File: config.mk
export PLATFORM = sky130hd
export DESIGN_NAME = io_output_reg
export DESIGN_NICKNAME = d
export VERILOG_FILES = /design/src/rtl/io_pkg.sv /design/src/rtl/io_output_port.sv /design/src/rtl/io_output_reg.sv
export SDC_FILE = /design/constraint.sdc
export NUM_CORES = 1
export LEC_CHECK = 0
export ABC_AREA = 1
export ABC_CLOCK_PERIOD_IN_PS = 5300
export CAP_MARGIN = 25
export CORE_UTILIZATION = 61
export DETAILED_ROUTE_END_ITERATION = 12
export GPL_ROUTABILITY_DRIVEN = 0
export PLACE_DENSITY_LB_ADDON = 0.05
export SLEW_MARGIN = 20
export SYNTH_ARGS = -nofsm -noshare
export SYNTH_HDL_FRONTEND = slang
export SYNTH_HIERARCHICAL = 1
export SYNTH_SLANG_ARGS = --single-unit
File: constraint.sdc
create_clock -name io_clk -period 5.3 [get_ports io_clk]
set_clock_uncertainty 0.15 [all_clocks]
set_input_delay 1.06 -clock io_clk [delete_from_list [all_inputs] [get_ports io_clk]]
set_output_delay 1.06 -clock io_clk [all_outputs]
set_load 0.01 [all_outputs]
File: src/rtl/io_pkg.sv
// Shared definitions for the memory-mapped I/O output register block:
// op encodings, port count and address field positions.
package io_pkg;

  localparam logic [1:0] IO_OP_WRITE  = 2'b00;
  localparam logic [1:0] IO_OP_SET    = 2'b01;
  localparam logic [1:0] IO_OP_CLEAR  = 2'b10;
  localparam logic [1:0] IO_OP_TOGGLE = 2'b11;

  localparam int IO_NPORTS       = 3;
  localparam int IO_PORT_IDX_LSB = 2;
  localparam int IO_PORT_IDX_MSB = 5;
  localparam int IO_OP_LSB       = 6;
  localparam int IO_IDX_W =
    IO_PORT_IDX_MSB - IO_PORT_IDX_LSB + 1;

  function automatic logic [31:0] io_be_mask(
    input logic [3:0] be
  );
    return {{8{be[3]}}, {8{be[2]}},
            {8{be[1]}}, {8{be[0]}}};
  endfunction

endpackage

File: src/rtl/io_output_port.sv
// One output port: value register, masked write/set/clear/toggle
// ALU, and a retriggerable stretched change strobe.
module io_output_port
  import io_pkg::*;
#(
  parameter logic [31:0] RESET_VAL  = 32'h0000_0000,
  parameter int unsigned UPD_CYCLES = 4
) (
  input  logic        io_clk,
  input  logic        reset,
  input  logic        i_sel,
  input  logic [1:0]  i_op,
  input  logic [31:0] i_mask,
  input  logic [31:0] i_data,
  output logic [31:0] o_value,
  output logic        o_upd
);

  localparam logic [7:0] LP_UPD = 8'(UPD_CYCLES);

  logic [31:0] r_value;
  logic [7:0]  r_cnt;
  logic [31:0] w_dm;
  logic [31:0] w_next;
  logic        w_chg;

  assign w_dm = i_data & i_mask;

  always_comb begin
    w_next = r_value;
    unique case (i_op)
      IO_OP_WRITE:  w_next = (r_value & ~i_mask) | w_dm;
      IO_OP_SET:    w_next = r_value | w_dm;
      IO_OP_CLEAR:  w_next = r_value & ~w_dm;
      IO_OP_TOGGLE: w_next = r_value ^ w_dm;
      default:      w_next = r_value;
    endcase
  end

  // Only value-changing writes (re)arm the strobe.
  assign w_chg = i_sel && (w_next != r_value);

  always_ff @(posedge io_clk or posedge reset) begin
    if (reset) begin
      r_value <= RESET_VAL;
      r_cnt   <= 8'd0;
    end else begin
      if (i_sel) r_value <= w_next;
      if (w_chg)
        r_cnt <= LP_UPD;
      else if (r_cnt != 8'd0)
        r_cnt <= r_cnt - 8'd1;
    end
  end

  assign o_value = r_value;
  assign o_upd   = (r_cnt != 8'd0);

endmodule

File: src/rtl/io_output_reg.sv
// Memory-mapped output register block: address decode, three
// output ports and the combinational read-back mux.
module io_output_reg
  import io_pkg::*;
#(
  parameter logic [31:0] RESET_VAL  = 32'h0000_0000,
  parameter int unsigned UPD_CYCLES = 4
) (
  input  logic        io_clk,
  input  logic        reset,
  input  logic [31:0] addr,
  input  logic        wm_en,
  input  logic [3:0]  byte_en,
  input  logic [31:0] io_write_data,
  output logic [31:0] out_port0,
  output logic [31:0] out_port1,
  output logic [31:0] out_port2,
  output logic [2:0]  port_upd,
  output logic [31:0] io_read_data
);

  if (UPD_CYCLES < 1 || UPD_CYCLES > 255) begin : g_bad_upd
    $error("io_output_reg: UPD_CYCLES must be 1..255");
  end

  logic [1:0]           w_op;
  logic [IO_IDX_W-1:0]  w_idx;
  logic [31:0]          w_mask;
  logic [IO_NPORTS-1:0] w_sel;
  logic [IO_NPORTS-1:0] w_upd;
  logic [31:0]          w_val [IO_NPORTS];
  logic                 w_unused;

  assign w_op   = addr[IO_OP_LSB+1:IO_OP_LSB];
  assign w_idx  = addr[IO_PORT_IDX_MSB:IO_PORT_IDX_LSB];
  assign w_mask = io_be_mask(byte_en);

  assign w_unused = ^{addr[31:8], addr[1:0]};

  for (genvar i = 0; i < IO_NPORTS; i++) begin : g_port
    assign w_sel[i] = wm_en && (w_idx == IO_IDX_W'(i));

    io_output_port #(
      .RESET_VAL  (RESET_VAL),
      .UPD_CYCLES (UPD_CYCLES)
    ) u_port (
      .io_clk  (io_clk),
      .reset   (reset),
      .i_sel   (w_sel[i]),
      .i_op    (w_op),
      .i_mask  (w_mask),
      .i_data  (io_write_data),
      .o_value (w_val[i]),
      .o_upd   (w_upd[i])
    );
  end

  assign out_port0 = w_val[0];
  assign out_port1 = w_val[1];
  assign out_port2 = w_val[2];
  assign port_upd  = w_upd;

  // Read-back ignores op and wm_en; unmapped indices read 0.
  always_comb begin
    io_read_data = 32'h0;
    unique case (1'b1)
      (w_idx == IO_IDX_W'(0)): io_read_data = w_val[0];
      (w_idx == IO_IDX_W'(1)): io_read_data = w_val[1];
      (w_idx == IO_IDX_W'(2)): io_read_data = w_val[2];
      default:                 io_read_data = 32'h0;
    endcase
  end

endmodule
==> impl_metrics.toml, run 1 <==
[outcome]
status = "completed"

[power]
pwr-share-clk_pct = 24.3
p_switching_mw = 2.408
combinationalPowerShare_pct = 44.3
leakage_nw = 8.508
p_int_mw = 3.131
ir_drop_mv = 0.2472
swShare_pct = 43.48
seqPwrFrac_pct = 31.4
powerDensity_nw_per_um2 = 350.9

[clock_tree]
clk_pin_slew_ns = 0.06
cts_resized = 0
clk_latency_ns = 0.44
cts_tree = "yes"
cts_num_sinks = 120
cts_root_buf = "clkbuf_16"
postCtsSetupBuffers = 0
hold_buffers = 0
numCtsBuffers = 17
clockBufferDepth = 2
htreeDepth = 4

[timing]
relSlewSlack_pct = 42.21
slew_viol_final = 0
worst_pin_slew_ns = 0.8668
hold_violations = 0
fmax_mhz = 233.1
rsz0062_at_grt = "no"
setup_viol = 0
period_share_pct = 80.93
period_needed_ns = 4.289
fin_tns_setup_ns = 0

[critical_path]
startpoint_type = "primary input"
worst_setup_path_end_kind = "output pin"
critPathKind = "primary input to output pin"
critPathMaxFanout = 33
worstPathArrival_ns = 3.08
ff2ff_setup_slack_ns = 2.96
required_ns = 4.09

[global_route]
grt_pass1_vias = 14040
gr-total-overflow = 0
track_usage_pct = 42.85
grt_max_degree = 100
met3_usage_pct = 9.633
antenna_found_initial = 1
gr-usage-met2_pct = 64.98
grt.busiest_layer = "met2"
grt.met1_usage_pct = 54.14
grt_first_pass_wirelength_um = 72510

[route]
dr.first_iter.drc_count = 1819
wl_per_cell_um = 17.40
vias = 15514
vias_per_cell = 5.737
drc_errors = 0
ant_nets = 0
wl_um = 47050
drt_pre_antenna_iters = 6

[yosys]
synthCells = 2263
synth_area_leaders = "nand2_1 (31%), dfrtp_1 (23%), ha_1 (9.4%)"
netlist_area_um2 = 13180
avgSynthCellArea_um2 = 5.824
synth.most_common_cell = "nand2_1"
synth-main-ff-cell = "dfrtp_1"
synth-seq-cells = 120
synth_edf_count = 0
synth_cell_types = 30
ys_seq_area_share_pct = 22.78
async_reset_ff_share_pct = 100.0
ys_warn_count = 6
synth_top_area_share_pct = 30.90
yosys.area.top_type = "nand2_1"
syn-num-nets = 2433
synth.cells.most_frequent = "nand2_1 (1085), inv_1 (273), nand3_1 (191)"

[die]
start_util_pct = 62.50
dieArea_um2 = 22200
core-area_um2 = 21090
io_pins = 202
die_x_um = 149.0
rows = 53
die_y_um = 149.0

[layout]
final_layout_size_suffix_gt1_share_pct = 6.590
finalInstanceArea_um2 = 15790
fill_cells = 1788
area_delta_synth_final_pct = 19.77
final_net_count = 2585

[job]
max-cap-violations = 0

[place]
placed_area_um2 = 15100
dp_hpwl_um = 32770
io_buffer_count = 175

[min_path]
hold_path_class = "register to register"
==> power groups by stage <==
stage | registers [mW] | clock network [mW] | logic, mW
2_1_floorplan | 1.60 | 0 | 1.50
3_3_place_gp | 1.70 | 0 | 2.28
3_5_place_dp | 1.72 | 0 | 2.40
4_1_cts | 1.71 | 1.35 | 2.43
5_1_grt | 1.76 | 1.39 | 2.78
6_report | 1.74 | 1.35 | 2.46
==> final cells by class <==
| type | count | area, um^2 | share of cell area (%) |
|---|---|---|---|
| multi-input combinational | 1756 | 8531 | 54.04 |
| clock buffer | 18 | 439.2 | 2.782 |
| sequential | 120 | 3003 | 19.02 |
| clock inverter | 14 | 221.5 | 1.403 |
| tap | 275 | 344.1 | 2.180 |
| antenna | 1 | 2.502 | 0.01585 |
| inverter | 310 | 1171 | 7.419 |
| timing repair buffer | 210 | 2074 | 13.14 |
==> logic make-up after synthesis <==
logic type | share of synthesized area (%)
AND/OR/NAND/NOR | 43.92
buffers and inverters | 12.49
AO/OA/AOI/OAI | 10.24
flip-flops | 22.78
adder cells (fa/ha/maj) | 9.398
XOR/XNOR | 0.9303
multiplexers | 0.2373
==> critical path: stages <==
cell and delay, ns:
clkdlybuf4s50_1 0.56, inv_1 0.10, nor2_4 0.09, buf_4 0.39, nand3_1 0.12, nand3_1 0.17
clkdlybuf4s50_1 0.57
==> state kept, by name (all words and copies together), names as in the netlist <==
name,count
g_port.u_port/r_cnt,24
g_port.u_port/o_value,96
==> cells in the final DEF, fill, tap and decap left out, types with 6 or more instances in the layout <==
| cell | Yosys | routed |
|---|---|---|
| nand2_1 | 1085 | 1085 |
| inv_1 | 273 | 272 |
| nand3_1 | 191 | 191 |
| clkdlybuf4s50_1 | 0 | 170 |
| dfrtp_1 | 120 | 120 |
| o21ai_0 | 103 | 103 |
| ha_1 | 99 | 99 |
| a21oi_1 | 93 | 93 |
| nand3b_1 | 58 | 58 |
| nor2_1 | 40 | 40 |
| buf_4 | 9 | 30 |
| inv_2 | 29 | 29 |
| a21oi_2 | 21 | 21 |
| clkbuf_16 | 0 | 17 |
| o21ai_2 | 16 | 16 |
| xor2_1 | 13 | 13 |
| o21ai_1 | 9 | 9 |
| nor2_2 | 6 | 6 |
| nand2_2 | 6 | 6 |
| clkinv_1 | 5 | 6 |
==> final timing paths <==
kind / depth (start not counted) / from / to
max in group asynchronous: 3 / reset / g_port[0].u_port/o_value[17]$_DFFE_PP0P_
min reg2reg: 3 / g_port[0].u_port/r_cnt[7]$_DFFE_PP0P_ / g_port[0].u_port/r_cnt[7]$_DFFE_PP0P_
min in group asynchronous: 2 / reset / g_port[0].u_port/o_value[2]$_DFFE_PP0P_
max: 7 / addr[3] / io_read_data[11]
max reg2reg: 15 / g_port[1].u_port/o_value[6]$_DFFE_PP0P_ / g_port[1].u_port/r_cnt[2]$_DFFE_PP0P_
min: 3 / g_port[0].u_port/r_cnt[7]$_DFFE_PP0P_ / g_port[0].u_port/r_cnt[7]$_DFFE_PP0P_
==> per-stage QoR <==
stage	instances	power [mW]	utilization, %	hold slack [ns]	setup WS (ns)
floorplan	2263	3.098	-	0.3703	2.372
CTS	2702	5.486	74.75	0.4040	1.037
global placement	2669	3.984	71.49	0.3857	1.092
global route	2703	5.922	74.85	0.4211	0.9073
detailed placement	2670	4.118	71.62	0.3952	1.050
finish	2704	5.539	74.86	0.3968	1.011
==> routing by layer <==
metal | part of all wire, % | up-vias
li1 | - | 7370
met1 | 37 | 6941
met2 | 42 | 985
met3 | 14 | 218
met4 | 7.1 | 0
met5 | 0 | -
(Power assumes the default switching activity.)
==> run 2: changes to the inputs <==
- ABC_CLOCK_PERIOD_IN_PS: 5300 -> 4300
- CORE_UTILIZATION: 61 -> 56
- clock period: 5.3 -> 4.3 ns (I/O delays scaled with it)
==> run 2 against run 1 <==
  * Critical path depth is the same
  * Clock power grew 11%
  * First-iteration DRC count shrank 10%
  * Register-to-register slack lost 1.1 ns
  * Combinational power grew 23%
  * Global-route usage shrank 3.5 points
  * Highest routed layer unchanged
==> impl_metrics.toml, run 2 (synthesis results as in run 1) <==
[outcome]
status = "completed"

[global_route]
gr-total-overflow = 0
grt_pass1_vias = 13662
grt_first_pass_wirelength_um = 72880
track_usage_pct = 39.38
grt_max_degree = 100
antenna_found_initial = 0

[clock_tree]
clockBufferDepth = 2
htreeDepth = 4
cts_tree = "yes"
numCtsBuffers = 17
cts_num_sinks = 120
hold_buffers = 0
cts_root_buf = "clkbuf_16"
cts_resized = 0
clk_pin_slew_ns = 0.06
clk_latency_ns = 0.43
postCtsSetupBuffers = 0

[layout]
final_common_cell = "nand2_1"
diodes = 0
area_delta_synth_final_pct = 20.22
largest_reg_flops = 96
final_layout_size_suffix_gt1_share_pct = 6.582
final_net_count = 2588
final_cell_mix = "nand2_1 (1085), inv_1 (271), nand3_1 (191)"
stdcell_count = 2744

[route]
vias_per_cell = 5.580
vias = 15312
ant_nets = 0
wl_um = 47300
drt_pre_antenna_iters = 6
dr.first_iter.drc_count = 1633
drc_errors = 0
wl_per_cell_um = 17.24

[power]
powerDensity_nw_per_um2 = 419.5
ir_drop_mv = 0.2326
leakage_nw = 8.512

[timing]
period_needed_ns = 3.948
setup_viol = 0
fmax_mhz = 253.3
worst_pin_slew_ns = 0.7928
period_share_pct = 91.81
rsz0062_at_grt = "no"
relSlewSlack_pct = 47.09
slew_viol_final = 0
hold_violations = 0
fin_tns_setup_ns = 0

[min_path]
hold_path_class = "register to register"
hold_depth = 3
hold_end = "g_port[2].u_port/r_cnt[7]$_DFFE_PP0P_"
hp-start = "g_port[2].u_port/r_cnt[7]$_DFFE_PP0P_"

[die]
core-area_um2 = 22850
rows = 55
start_util_pct = 57.69
io_pins = 202
die_x_um = 155.4
dieArea_um2 = 24150
die_y_um = 155.4

[critical_path]
critPathKind = "primary input to output pin"
required_ns = 3.29
worstPathArrival_ns = 2.94
rr_startpoint = "g_port[2].u_port/o_value[29]$_DFFE_PP0P_"
timing.rr.end = "g_port[2].u_port/r_cnt[2]$_DFFE_PP0P_"
critPathMaxFanout = 26
worst_setup_path_end_kind = "output pin"
ff2ff_setup_slack_ns = 1.90
startpoint_type = "primary input"
rr_worst_depth = 15

[place]
post-place-cells = 2711
io_buffer_count = 175
dp_hpwl_um = 32920

[job]
max-cap-violations = 0
[run 2: cell count changes in the layout (fill, tap and decap cells not counted), sizes merged]
cell      before  now
buf           40   43
bufinv         5    3
clkbuf        18   20
clkinv        10   15
clkinvlp       3    1
diode          1    0
inv          306  303
[run 2: final cells by class]
type,instances,area (um^2)
repair buffers,213,2160
flip-flops and latches,120,3003
well taps,313,391.6
multi-input cells,1756,8531
clock buffers,20,436.7
clock inverters,12,152.6
fillers,2076,7002
inverters,310,1171
[run 2: through the flow]
| step | setup WS, ns | util [%] | hold WS, ns | area, um^2 | power [mW] |
|---|---|---|---|---|---|
| after floorplan | 1.772 | - | 0.3703 | 13180 | 3.819 |
| after global placement | 0.4562 | 66.65 | 0.3848 | 15230 | 4.942 |
| after global routing | 0.3381 | 69.35 | 0.4232 | 15850 | 7.150 |
| after detailed placement | 0.4340 | 66.65 | 0.3919 | 15230 | 5.083 |
| after CTS | 0.4323 | 69.23 | 0.4002 | 15820 | 6.603 |
| final | 0.3524 | 69.35 | 0.4007 | 15850 | 6.647 |
[run 2: worst max path at each step]
stage | start | endpoint
after CTS | addr[3] | io_read_data[22]
after global routing | addr[3] | io_read_data[22]
after floorplan | addr[5] | io_read_data[22]
after detailed placement | addr[3] | io_read_data[22]
after global placement | addr[3] | io_read_data[22]
final | addr[3] | io_read_data[22]
[run 2: routing by layer]
metal	track usage (%)	share of wire, %	vias to the layer above
li1	-	-	7369
met1	50.75	38	6914
met2	61.82	43	861
met3	7.632	13	168
met4	22.08	5.6	0
met5	0	0	-
[run 2: report_power, final]
part / switching (mW) / internal, mW
registers: 0.661 / 1.46
clock network: 0.589 / 0.911
logic: 1.67 / 1.35
[run 2: worst max-delay path, stage by stage]
cell	delay, ns
clkdlybuf4s50_1	0.59
inv_1	0.11
nor2_4	0.28
buf_12	0.24
nand3_1	0.09
nand3_1	0.20
clkdlybuf4s50_1	0.57
